`config.mk`:
```
export PLATFORM = sky130hd
export DESIGN_NAME = lenet_layer_sched
export DESIGN_NICKNAME = d
export VERILOG_FILES = /design/src/rtl/lenet_pkg.sv /design/src/rtl/layer_watchdog.sv /design/src/rtl/lenet_layer_sched.sv
export SDC_FILE = /design/constraint.sdc
export NUM_CORES = 1
export LEC_CHECK = 0
export ABC_AREA = 1
export ABC_CLOCK_PERIOD_IN_PS = 2400
export BUFFER_PORTS_ARGS = -buffer_cell sky130_fd_sc_hd__buf_4
export CAP_MARGIN = 40
export CORE_MARGIN = 10
export CORE_UTILIZATION = 45
export DETAILED_ROUTE_END_ITERATION = 10
export MAX_ROUTING_LAYER = met4
export SLEW_MARGIN = 20
export SYNTH_ARGS = -nofsm -noshare
export SYNTH_HDL_FRONTEND = slang
export SYNTH_SLANG_ARGS = --single-unit
```
`constraint.sdc`:
```
create_clock -name clk -period 2.4 [get_ports clk]
set_clock_uncertainty 0.2 [all_clocks]
set_input_delay 0.48 -clock clk [delete_from_list [all_inputs] [get_ports clk]]
set_output_delay 0.48 -clock clk [all_outputs]
set_load 0.02 [all_outputs]
```
`src/rtl/lenet_pkg.sv`:
```
// rtl/lenet_pkg.sv - shared LeNet-5 accelerator constants and scheduler state encodings
package lenet_pkg;

  localparam int N_LAYERS = 7;
  localparam int GRAPH_W  = 5;

  localparam logic [2:0] L_CONV1 = 3'd0;
  localparam logic [2:0] L_POOL1 = 3'd1;
  localparam logic [2:0] L_CONV2 = 3'd2;
  localparam logic [2:0] L_POOL2 = 3'd3;
  localparam logic [2:0] L_FC1   = 3'd4;
  localparam logic [2:0] L_FC2   = 3'd5;
  localparam logic [2:0] L_FC3   = 3'd6;

  // One-hot, matching the encoding style of the layer FSMs.
  typedef enum logic [4:0] {
    S_IDLE = 5'b00001,
    S_RUN  = 5'b00010,
    S_GAP  = 5'b00100,
    S_DONE = 5'b01000,
    S_ERR  = 5'b10000
  } sched_state_t;

endpackage

```
`src/rtl/layer_watchdog.sv`:
```
// rtl/layer_watchdog.sv - per-layer enable-time counter with expiry compare
module layer_watchdog #(
  parameter int               CNT_W   = 32,
  parameter logic [CNT_W-1:0] TIMEOUT = 32'd4_000_000
) (
  input  logic clk,
  input  logic rst,
  input  logic clr,
  input  logic en,
  output logic expired
);

  logic [CNT_W-1:0] count;

  // The count freezes once expired so it cannot wrap past the limit.
  always_ff @(posedge clk) begin
    if (!rst || clr) begin
      count <= '0;
    end else if (en && !expired) begin
      count <= count + CNT_W'(1);
    end
  end

  assign expired = (count == TIMEOUT - CNT_W'(1));

endmodule

```
`src/rtl/lenet_layer_sched.sv`:
```
// rtl/lenet_layer_sched.sv - runs the conv/pool/fc layer chain once per image with a watchdog
module lenet_layer_sched #(
  parameter int               N_LAYERS = lenet_pkg::N_LAYERS,
  parameter int               GRAPH_W  = lenet_pkg::GRAPH_W,
  parameter int               CNT_W    = 32,
  parameter logic [CNT_W-1:0] TIMEOUT  = 32'd4_000_000
) (
  input  logic                clk,
  input  logic                rst,
  input  logic                start,
  input  logic [GRAPH_W-1:0]  num_graphs,
  input  logic [N_LAYERS-1:0] layer_finish,
  output logic [N_LAYERS-1:0] layer_en,
  output logic [GRAPH_W-1:0]  graph,
  output logic [2:0]          layer_idx,
  output logic                busy,
  output logic                done,
  output logic                error,
  output logic [CNT_W-1:0]    cycle_count
);

  import lenet_pkg::*;

  localparam logic [2:0]          LAST_IDX = 3'(N_LAYERS - 1);
  localparam logic [N_LAYERS-1:0] FIRST_EN = N_LAYERS'(1);

  sched_state_t       state;
  logic [GRAPH_W-1:0] num_lat;
  logic [GRAPH_W:0]   graph_next;
  logic               more_graphs;
  logic               finish_hit;
  logic               wd_clr;
  logic               wd_en;
  logic               wd_expired;

  assign graph_next  = {1'b0, graph} + (GRAPH_W + 1)'(1);
  assign more_graphs = graph_next < {1'b0, num_lat};
  assign finish_hit  = layer_finish[layer_idx];
  assign wd_clr      = (state != S_RUN);
  assign wd_en       = (state == S_RUN);

  layer_watchdog #(
    .CNT_W   (CNT_W),
    .TIMEOUT (TIMEOUT)
  ) u_watchdog (
    .clk     (clk),
    .rst     (rst),
    .clr     (wd_clr),
    .en      (wd_en),
    .expired (wd_expired)
  );

  always_ff @(posedge clk) begin
    if (!rst) begin
      state       <= S_IDLE;
      num_lat     <= '0;
      layer_en    <= '0;
      graph       <= '0;
      layer_idx   <= '0;
      busy        <= 1'b0;
      done        <= 1'b0;
      error       <= 1'b0;
      cycle_count <= '0;
    end else begin
      if (busy && cycle_count != '1) begin
        cycle_count <= cycle_count + CNT_W'(1);
      end

      unique case (state)
        S_IDLE, S_ERR: begin
          if (start) begin
            error       <= 1'b0;
            cycle_count <= '0;
            if (num_graphs != '0) begin
              num_lat   <= num_graphs;
              graph     <= '0;
              layer_idx <= L_CONV1;
              layer_en  <= FIRST_EN;
              busy      <= 1'b1;
              state     <= S_RUN;
            end else begin
              done  <= 1'b1;
              state <= S_DONE;
            end
          end
        end

        // Finish is tested first so it wins over a same-cycle expiry.
        S_RUN: begin
          if (finish_hit) begin
            layer_en <= '0;
            state    <= S_GAP;
          end else if (wd_expired) begin
            layer_en <= '0;
            busy     <= 1'b0;
            error    <= 1'b1;
            state    <= S_ERR;
          end
        end

        // One all-zero cycle lets the finished layer settle back to idle.
        S_GAP: begin
          if (layer_idx < LAST_IDX) begin
            layer_idx <= layer_idx + 3'd1;
            layer_en  <= FIRST_EN << (layer_idx + 3'd1);
            state     <= S_RUN;
          end else if (more_graphs) begin
            layer_idx <= L_CONV1;
            graph     <= graph_next[GRAPH_W-1:0];
            layer_en  <= FIRST_EN;
            state     <= S_RUN;
          end else begin
            busy  <= 1'b0;
            done  <= 1'b1;
            state <= S_DONE;
          end
        end

        S_DONE: begin
          done  <= 1'b0;
          state <= S_IDLE;
        end

        default: state <= S_IDLE;
      endcase
    end
  end

endmodule

```
# Word level (Yosys, flattened, before mapping)

Index checks and enable logic that the tools add are counted.

Bits in registers: 92
Input bits: 15
Word-level logic and storage cells: 100

Add/subtract/negate cells: 4
Order comparisons: 3
Eq/ne operators: 18
Shift-type cells: 1
Mux-type cells: 45
Reductions and logical operators: 19

Operator list:

| cell                                                   | count |
|---|---|
| two-way mux 32 bit                                     | 3 |
| adder 32 x 1 -> 32 bit (second input constant)         | 2 |
| two-way mux 7 bit                                      | 6 |
| two-way mux 5 bit                                      | 7 |
| equality test 32 x 22 -> 1 bit (second input constant) | 1 |
| inequality test 32 bit (second input constant)         | 1 |
| case mux 7 bit (3 select lines)                        | 1 |
| inequality test 2 bit (second input constant)          | 8 |
| case mux 5 bit (3 select lines)                        | 1 |
| AND reduction 5 bit                                    | 3 |
| two-way mux 1 bit                                      | 14 |
| two-way mux 3 bit                                      | 4 |
| two-way mux 4 bit                                      | 3 |
| case mux 5 bit (2 select lines)                        | 1 |
| AND reduction 4 bit                                    | 2 |
| AND reduction 7 bit                                    | 1 |
| << shifter 1 x 3 -> 7 bit (first input constant)       | 1 |
| adder 5 x 1 -> 6 bit (second input constant)           | 1 |
| < comparator 6 x 5 -> 1 bit                            | 1 |
| inequality test 3 bit (second input constant)          | 2 |
| case mux 1 bit (3 select lines)                        | 2 |
| case mux 3 bit (2 select lines)                        | 1 |
| nonzero test 3 bit                                     | 2 |
| equality test 5 x 1 -> 1 bit (second input constant)   | 1 |
| other kinds (18)                                       | 21 |

# Longest topological paths before layout

Gate-level depths: netlist of run 1.

Depth in word-level cells: 5
Depth in mapped cells: 13
Mapped depth without buffers: 13

# Cells and area by module

Synthesis of run 1 repeated with hierarchy kept, for this count alone.

Cells, all modules: 899
Area, all modules: 5794.3 µm²

Modules (own cells, without submodules):

| module            | instances | cells each | area an instance (µm²) | sequential area each (µm²) |
|---|---|---|---|---|
| lenet_layer_sched | 1         | 497        | 3382.0                 | 1201.2 |
| layer_watchdog    | 1         | 402        | 2412.3                 | 640.6 |

# Worst setup path after synthesis of run 1

OpenSTA, ideal clock, no wires.

Path type: reg-to-reg
Start point: register graph[0]
End point: register layer_en[0]
Arrival time: 2.132 ns
Path slack: 0.004 ns
Cell stages (with the launch flop): 14
Path buffers: 0
Period minus slack after synthesis: 2.396 ns
Cells stage by stage: dfxtp_1 > ha_1 > nand3_1 > xnor2_1 > ha_1 > nand2_1 > nor2_1 > nand2_1 > nand3_1 > nand2_1 > nand3_1 > nor2_8 > nor2_2 > nor2_1

Longest elaborated chain between the ends: 4

Ends and longest elaborated chain:

| element                                | line                     | text |
|---|---|---|
| start: declaration                     | lenet_layer_sched.sv:14  | `output logic [GRAPH_W-1:0] graph,` |
| start signal: assignment               | lenet_layer_sched.sv:109 | `graph <= graph_next[GRAPH_W-1:0];` |
| adder 5 x 1 -> 6 bit                   | lenet_layer_sched.sv:36  | `assign graph_next = {1'b0, graph} + (GRAPH_W + 1)'(1);` |
| < comparator 6 x 5 -> 1 bit            | lenet_layer_sched.sv:37  | `assign more_graphs = graph_next < {1'b0, num_lat};` |
| inequality test 3 bit (no source line) | n/a                      |  |
| AND reduction 5 bit (no source line)   | n/a                      |  |
| end signal: assignment                 | lenet_layer_sched.sv:105 | `layer_en <= FIRST_EN << (layer_idx + 3'd1);` |
| end: declaration                       | lenet_layer_sched.sv:13  | `output logic [N_LAYERS-1:0] layer_en,` |

Every way passes these cells.
A chain may end at the register's enable or synchronous reset.

# Worst setup path in the final report of run 1

Start point: register graph[1]
End point: register layer_idx[0]

Longest elaborated chain between the ends: 4

Ends and longest elaborated chain:

| element                                | line                     | text |
|---|---|---|
| adder 5 x 1 -> 6 bit                   | lenet_layer_sched.sv:36  |  |
| < comparator 6 x 5 -> 1 bit            | lenet_layer_sched.sv:37  |  |
| inequality test 3 bit (no source line) | n/a                      |  |
| AND reduction 4 bit (no source line)   | n/a                      |  |
| end signal: assignment                 | lenet_layer_sched.sv:104 | `layer_idx <= layer_idx + 3'd1;` |
| end: declaration                       | lenet_layer_sched.sv:15  | `output logic [2:0] layer_idx,` |

Every way passes these cells.

==> results of run 1 <==
-- registers in the layout, indices dropped and copies added, names as in the netlist --
signal and cells:
graph 5, busy 1, num_lat 5, layer_en 7
done 1, cycle_count 32, u_watchdog.count 32, error 1
state 5, layer_idx 3
-- power by group through the flow --
| stage | Sequential (mW) | Clock, mW | Combinational [mW] |
|---|---|---|---|
| final | 1.83 | 1.59 | 1.67 |
| after global routing | 1.85 | 1.70 | 1.87 |
| after CTS | 1.82 | 1.63 | 1.56 |
| after detailed placement | 1.85 | 0 | 1.54 |
| after global placement | 1.84 | 0 | 1.51 |
| after floorplan | 1.97 | 0 | 0.897 |
-- worst register-to-register path: stages, from the launching register on --
cell and delay [ps]:
dfxtp_1 340, ha_1 200, nand3_2 100, xnor2_2 160, ha_1 320, nand2_1 50, nor2_1 120, nand2_2 90
nand3_4 120, nand2_2 70, buf_4 150, nand2_2 100, nand2_1 60, a21oi_1 130
-- worst max-delay path by stage --
stage,start,to,cells past startpoint
3_3_place_gp,u_watchdog.count[1],state[4],10
5_1_grt,graph[0],graph[2],12
6_report,graph[1],layer_idx[0],13
2_1_floorplan,graph[0],layer_en[0],13
3_5_place_dp,u_watchdog.count[1],state[4],10
4_1_cts,graph[0],layer_en[3],13
-- stage by stage --
step	area (sq um)	cells
global route	6728	1134
CTS	6655	1132
detailed placement	6296	1115
floorplan	5519	893
finish	6728	1134
global placement	6296	1115
-- cells in the mapped netlist --
library cell,number,area (sq um)
o21ai_0,12,60.06
ha_1,12,150.1
o21ai_4,1,16.27
clkbuf_1,6,22.52
nand4_1,17,106.4
nand3_2,2,20.02
inv_1,84,315.3
nor2_2,10,62.56
inv_2,8,30.03
nand2_4,1,11.26
o31ai_1,1,7.510
xnor2_1,7,61.31
nor3b_1,3,22.52
nor2_4,4,45.04
xor2_1,12,105.1
nor4_1,2,12.51
nor3_1,19,95.09
buf_6,2,22.52
a21oi_2,1,8.760
nor3_2,1,10.01
nand2_1,296,1111
nand3b_1,7,52.55
a21oi_1,56,280.3
nor3b_2,1,12.51
nor2_8,1,20.02
nor2_1,154,578.1
or2_2,3,18.77
o211ai_1,2,15.01
o21ai_1,9,45.04
nand3_1,48,240.2
o21bai_1,3,22.52
nand2_2,6,37.54
a211oi_1,1,7.510
and3_1,2,12.51
dfxtp_1,92,1842
nor4b_1,1,8.760
buf_2,6,30.03
-- per-layer routing --
metal	vias up	share of wire, %	GRT usage [%]
li1	3011	-	-
met1	2574	46	23.01
met2	135	47	29.85
met3	24	4.7	2.901
met4	0	1.9	7.587
met5	-	0	-
-- layout make-up --
class	instances	area (sq um)
Fill cell	1238	5284
Clock inverter	3	67.56
Timing Repair Buffer	91	686.9
Sequential cell	92	1844
Tap cell	147	183.9
Multi-Input combinational cell	696	3329
Clock buffer	13	270.3
Inverter	92	345.3
-- cells by family (layout without fill, tap and decap cells) --
kind of cell             Yosys count  after routing  share of synthesized area, %
AO/OA/AOI/OAI                     86             86                         8.388
XOR/XNOR                          19             19                         3.015
adder cells (fa/ha/maj)           12             12                         2.720
buffers and inverters            106            199                         7.617
flip-flops                        92             92                         33.37
AND/OR/NAND/NOR                  578            579                         44.89
-- repair_timing --
action	4_1_cts	5_1_grt
setup endpoints to repair	11	17
buffers inserted	0	1
pin swaps	2	2
gates resized for setup	2	13
gates cloned	1	0
==> impl_metrics.csv, run 1 <==
group,metric,value,unit
die,initial_core_util,45.95,%
detailed_routing,ant_nets,0,
synth,ys_seq_area_share,33.37,%
grt,grt_antenna_before_repair,0,
layout,final_common_cell,"nand2_1",
setup_path,r2r_end,"layer_idx[0]",
pwr,clkPwrFrac,31.3,%
layout,final_nets,1009,
timing,min_period,2276,ps
min_path,hp-class,"primary input to flop",
detailed_routing,vias,5744,
timing,drv_slew,0,
layout,drive_gt1_share,16.01,%
timing,hold_violations,0,
grt,grt_pass1_vias,5371,
flow_run,drv_cap,0,
pwr,max-vdd-ir-drop,526.4,uV
synth,synthDistinctLibCells,37,
detailed_routing,drt-total-wl,15350,microns
setup_path,regToRegSetupSlack,120,ps
die,die_h,130.7,microns
detailed_routing,first_iter_violations,317,
clocking,postCtsHoldBufs,0,
min_path,hp-start,"num_graphs[0]",
setup_path,reg2reg_depth,13,
pwr,p_int,3.307,mW
pwr,leakage,2.688,nW
setup_path,cpPeakStageDelay,340,ps
setup_path,end_kind,"flop",
clocking,cts_num_sinks,92,
clocking,cts_tree,"done",
layout,final_core_util,56.01,%
die,rows,40,
timing,finalSetupViolations,0,
synth,avgSynthCellArea,6.180,sq um
detailed_routing,vias_per_cell,5.065,
synth,ys_ff_latch,92,
timing,fin_crit_sh,94.83,%
die,die_x,130.7,microns
pwr,power.total,5.086,mW
clocking,cts_max_level,3,
pwr,switching_power,1.780,mW
clocking,insertion_delay,340,ps
setup_path,timing.rr.start,"graph[1]",
layout,final_cell_mix,"nand2_1, nor2_1, dfxtp_1, buf_4, inv_1",
pwr,switching_share,34.99,%
detailed_routing,drc,0,
timing,slew_headroom,64.80,%
pwr,powerDensity,756.0,nW/um^2
placed_design,dp_hpwl,11610,microns
timing,tightest_slew,526.7,ps
detailed_routing,wl_per_cell,13.54,microns
layout,area_growth,21.90,%
min_path,hold_depth,3,
clocking,clk_path_buf_depth,2,
die,ios,65,
synth,yosysWarnings,0,
min_path,holdPathEnd,"num_lat[0]",
setup_path,crit_chain,"ha_1 > nand3_2 > xnor2_2 > ha_1 > nand2_1 > nor2_1 > nand2_2 > nand3_4 > nand2_2 > buf_4 > nand2_2 > nand2_1 > a21oi_1",
setup_path,crit_family,"simple AND/OR/NAND/NOR gates",
setup_path,crit_type,"flop to flop",
synth,netlist_instances,893,
grt,grt_pass1_wl,25210,microns
setup_path,arrival,2350,ps
pwr,seqPwrFrac,35.9,%
grt,grt_usage,18.63,%
timing,timing.setup.tns,0,ps
setup_path,required,2470,ps
placed_design,place_ws,-83.81,ps
clocking,path_clk_slew,60,ps
die,dieArea,17090,sq um
setup_path,cp-start-kind,"flop",
status,outcome,"complete, no violations",
setup_path,critPathSlowestCell,"dfxtp_1",
synth,syn-cell-area,5519,sq um
timing,setup_slack,124.1,ps
setup_path,crit_buf_inv,1,
clocking,cts_root_buffer,"clkbuf_16",
placed_design,gp_congestion,0.8970,
layout,diodes,0,
placed_design,portBuffers,64,
synth,synth_fp_nets,920,
grt,grt-ovfl-total,0,
timing,fin_hold_ws,224.7,ps
setup_path,cpMostUsedCell,"nand2_2",
clocking,cts_buffers,9,
setup_path,crit_fanout,4,
timing,fmax,439.4,MHz
detailed_routing,firstDrtPassIters,5,
die,core_area,12010,sq um
pwr,power_frac_comb,32.8,%
grt,grt_max_degree,29,
(Power assumes the default switching activity.)
==> run 2, diff against run 1 <==
--- a/config.mk
+++ b/config.mk
@@ -13,6 +13,7 @@
 export CORE_UTILIZATION = 45
 export DETAILED_ROUTE_END_ITERATION = 10
 export MAX_ROUTING_LAYER = met4
+export PLACE_DENSITY = 0.67
 export SLEW_MARGIN = 20
 export SYNTH_ARGS = -nofsm -noshare
 export SYNTH_HDL_FRONTEND = slang
==> run 2 against run 1 <==
Via count down 1.7%. Cell count down 1.1%. Core utilization fell by 0.74 points. Register-to-register slack better by 30 ps. Maximum frequency increased by 1.2%. Wire length down 5.6%. Die area unchanged. Design area shrank 1.3%. Hold slack got worse by 26 ps. Sequential cell count is the same. Total power down 0.46%. Critical endpoint is now graph[3]. Highest routed layer unchanged.
==> impl_metrics.csv, run 2 (same netlist as run 1, synthesis figures left out) <==
group,metric,value,unit
status,outcome,"complete, no violations",
grt,grt_antenna_before_repair,0,
placed_design,gp_congestion,0.9671,
grt,grt_pass1_vias,5054,
timing,setup_slack,150.2,ps
setup_path,end_kind,"flop",
die,rows,40,
layout,final_common_cell,"nand2_1",
layout,drive_gt1_share,14.56,%
setup_path,cp-start-kind,"flop",
layout,final_nets,997,
timing,tightest_slew,640.6,ps
clocking,cts_max_level,3,
detailed_routing,ant_nets,0,
detailed_routing,drt-total-wl,14490,microns
placed_design,place_inst,1105,
setup_path,cpMostUsedCell,"nor2_1",
detailed_routing,drc,0,
setup_path,crit_fanout,5,
placed_design,place_ws,63.90,ps
pwr,max-vdd-ir-drop,470.6,uV
setup_path,timing.rr.start,"graph[0]",
min_path,hp-start,"num_graphs[0]",
layout,final_cell_mix,"nand2_1, nor2_1, dfxtp_1, inv_1, buf_4",
detailed_routing,vias_per_cell,5.032,
timing,slew_headroom,57.25,%
grt,use_met2,26.40,%
die,core_area,12010,sq um
grt,grt-ovfl-total,0,
grt,grtUsageMet3,3.989,%
layout,top_regs,"cycle_count x32, u_watchdog.count x32, layer_en x7",
placed_design,portBuffers,64,
flow_run,drv_cap,0,
detailed_routing,wl_per_cell,12.92,microns
die,die_h,130.7,microns
clocking,cts_root_buffer,"clkbuf_16",
clocking,insertion_delay,350,ps
layout,diodes,0,
setup_path,critPathLaunch,"graph[0]",
clocking,cts_buffers,9,
layout,fin_area,6639,sq um
grt,grt_usage,17.57,%
detailed_routing,firstDrtPassIters,5,
placed_design,placed_cell_area,6233,sq um
timing,fin_crit_sh,93.74,%
setup_path,critPathSlowestCell,"dfxtp_1",
clocking,cts_setup_buffers,0,
timing,fmax,444.5,MHz
layout,final_cell_count_no_fill,1122,
clocking,ctsResizeCount,0,
die,ios,65,
clocking,clk_path_buf_depth,2,
clocking,cts_num_sinks,92,
timing,hold_violations,0,
clocking,path_clk_slew,70,ps
die,die_x,130.7,microns
die,initial_core_util,45.95,%
die,dieArea,17090,sq um
grt,grt_max_degree,29,
detailed_routing,first_iter_violations,494,
pwr,leakage,2.630,nW
grt,use_met1,22.97,%
placed_design,dp_hpwl,10680,microns
setup_path,cpPeakStageDelay,340,ps
timing,drv_slew,0,
setup_path,crit_type,"flop to flop",
setup_path,crit_chain,"ha_2 > nand3_1 > xnor2_2 > ha_1 > nand2_1 > nor2_1 > nand2_1 > nand3_4 > nand2_2 > nor3b_4 > nor2_1 > nor2_1",
grt,busiest_layer,"met2",
timing,finalSetupViolations,0,
timing,min_period,2250,ps
grt,grt_pass1_wl,23760,microns
layout,n_fill_cell,1257,
min_path,hp-class,"primary input to flop",
detailed_routing,vias,5646,
layout,final_core_util,55.27,%
pwr,powerDensity,762.6,nW/um^2
setup_path,required,2490,ps
layout,area_growth,20.29,%
clocking,cts_tree,"done",
clocking,postCtsHoldBufs,0,
setup_path,arrival,2340,ps
-- run 2: cell types whose count changed in the layout (fill, tap and decap cells not counted), moves of 2 or more --
cell      before  now
buf_4         90   78
clkbuf_8       3    0
dfxtp_1       90   92
dfxtp_2        2    0
nand2_1      292  294
nand2_2       10    8
-- run 2: stage by stage --
step                      power, mW  TNS [ps]  hold slack (ps)
after floorplan               2.865         0            235.6
final                         5.063         0            199.0
after global routing          5.379   -0.9055            208.7
after global placement        3.345         0            239.3
after CTS                     5.012         0            192.1
after detailed placement      3.351         0            240.6
-- run 2: path summary, 6_finish.rpt --
kind                      to  slack [ps]  cells past startpoint
setup / recovery    graph[3]         150                     12
hold / removal    num_lat[0]         200                      3
setup reg to reg    graph[3]         150                     12
hold reg to reg        error         250                      2
-- run 2: worst max-delay path, delay by kind of cell (launching register included) --
family | cells | cell delay (ps)
xor+xnor | 1 | 160
simple gates | 9 | 990
flops | 1 | 340
fa+ha+maj | 2 | 490
-- run 2: power breakdown --
part	switching (mW)	internal, mW
registers	0.136	1.68
clock network	0.638	1.02
logic	1.00	0.589
total	1.78	3.29
-- run 2: cell type report --
class	instances	area (sq um)	share of cell area, %
inverter	92	345.3	5.202
clock inverter	6	111.4	1.677
multi-input combinational	696	3322	50.04
clock buffer	10	229.0	3.449
timing repair buffer	79	605.6	9.122
sequential	92	1842	27.74
tap	147	183.9	2.770
-- run 2: layer usage --
metal | part of all wire, % | vias up
met5 | 0 | -
met4 | 1.2 | 0
met3 | 5.7 | 17
met2 | 45 | 124
met1 | 48 | 2509
li1 | - | 2996
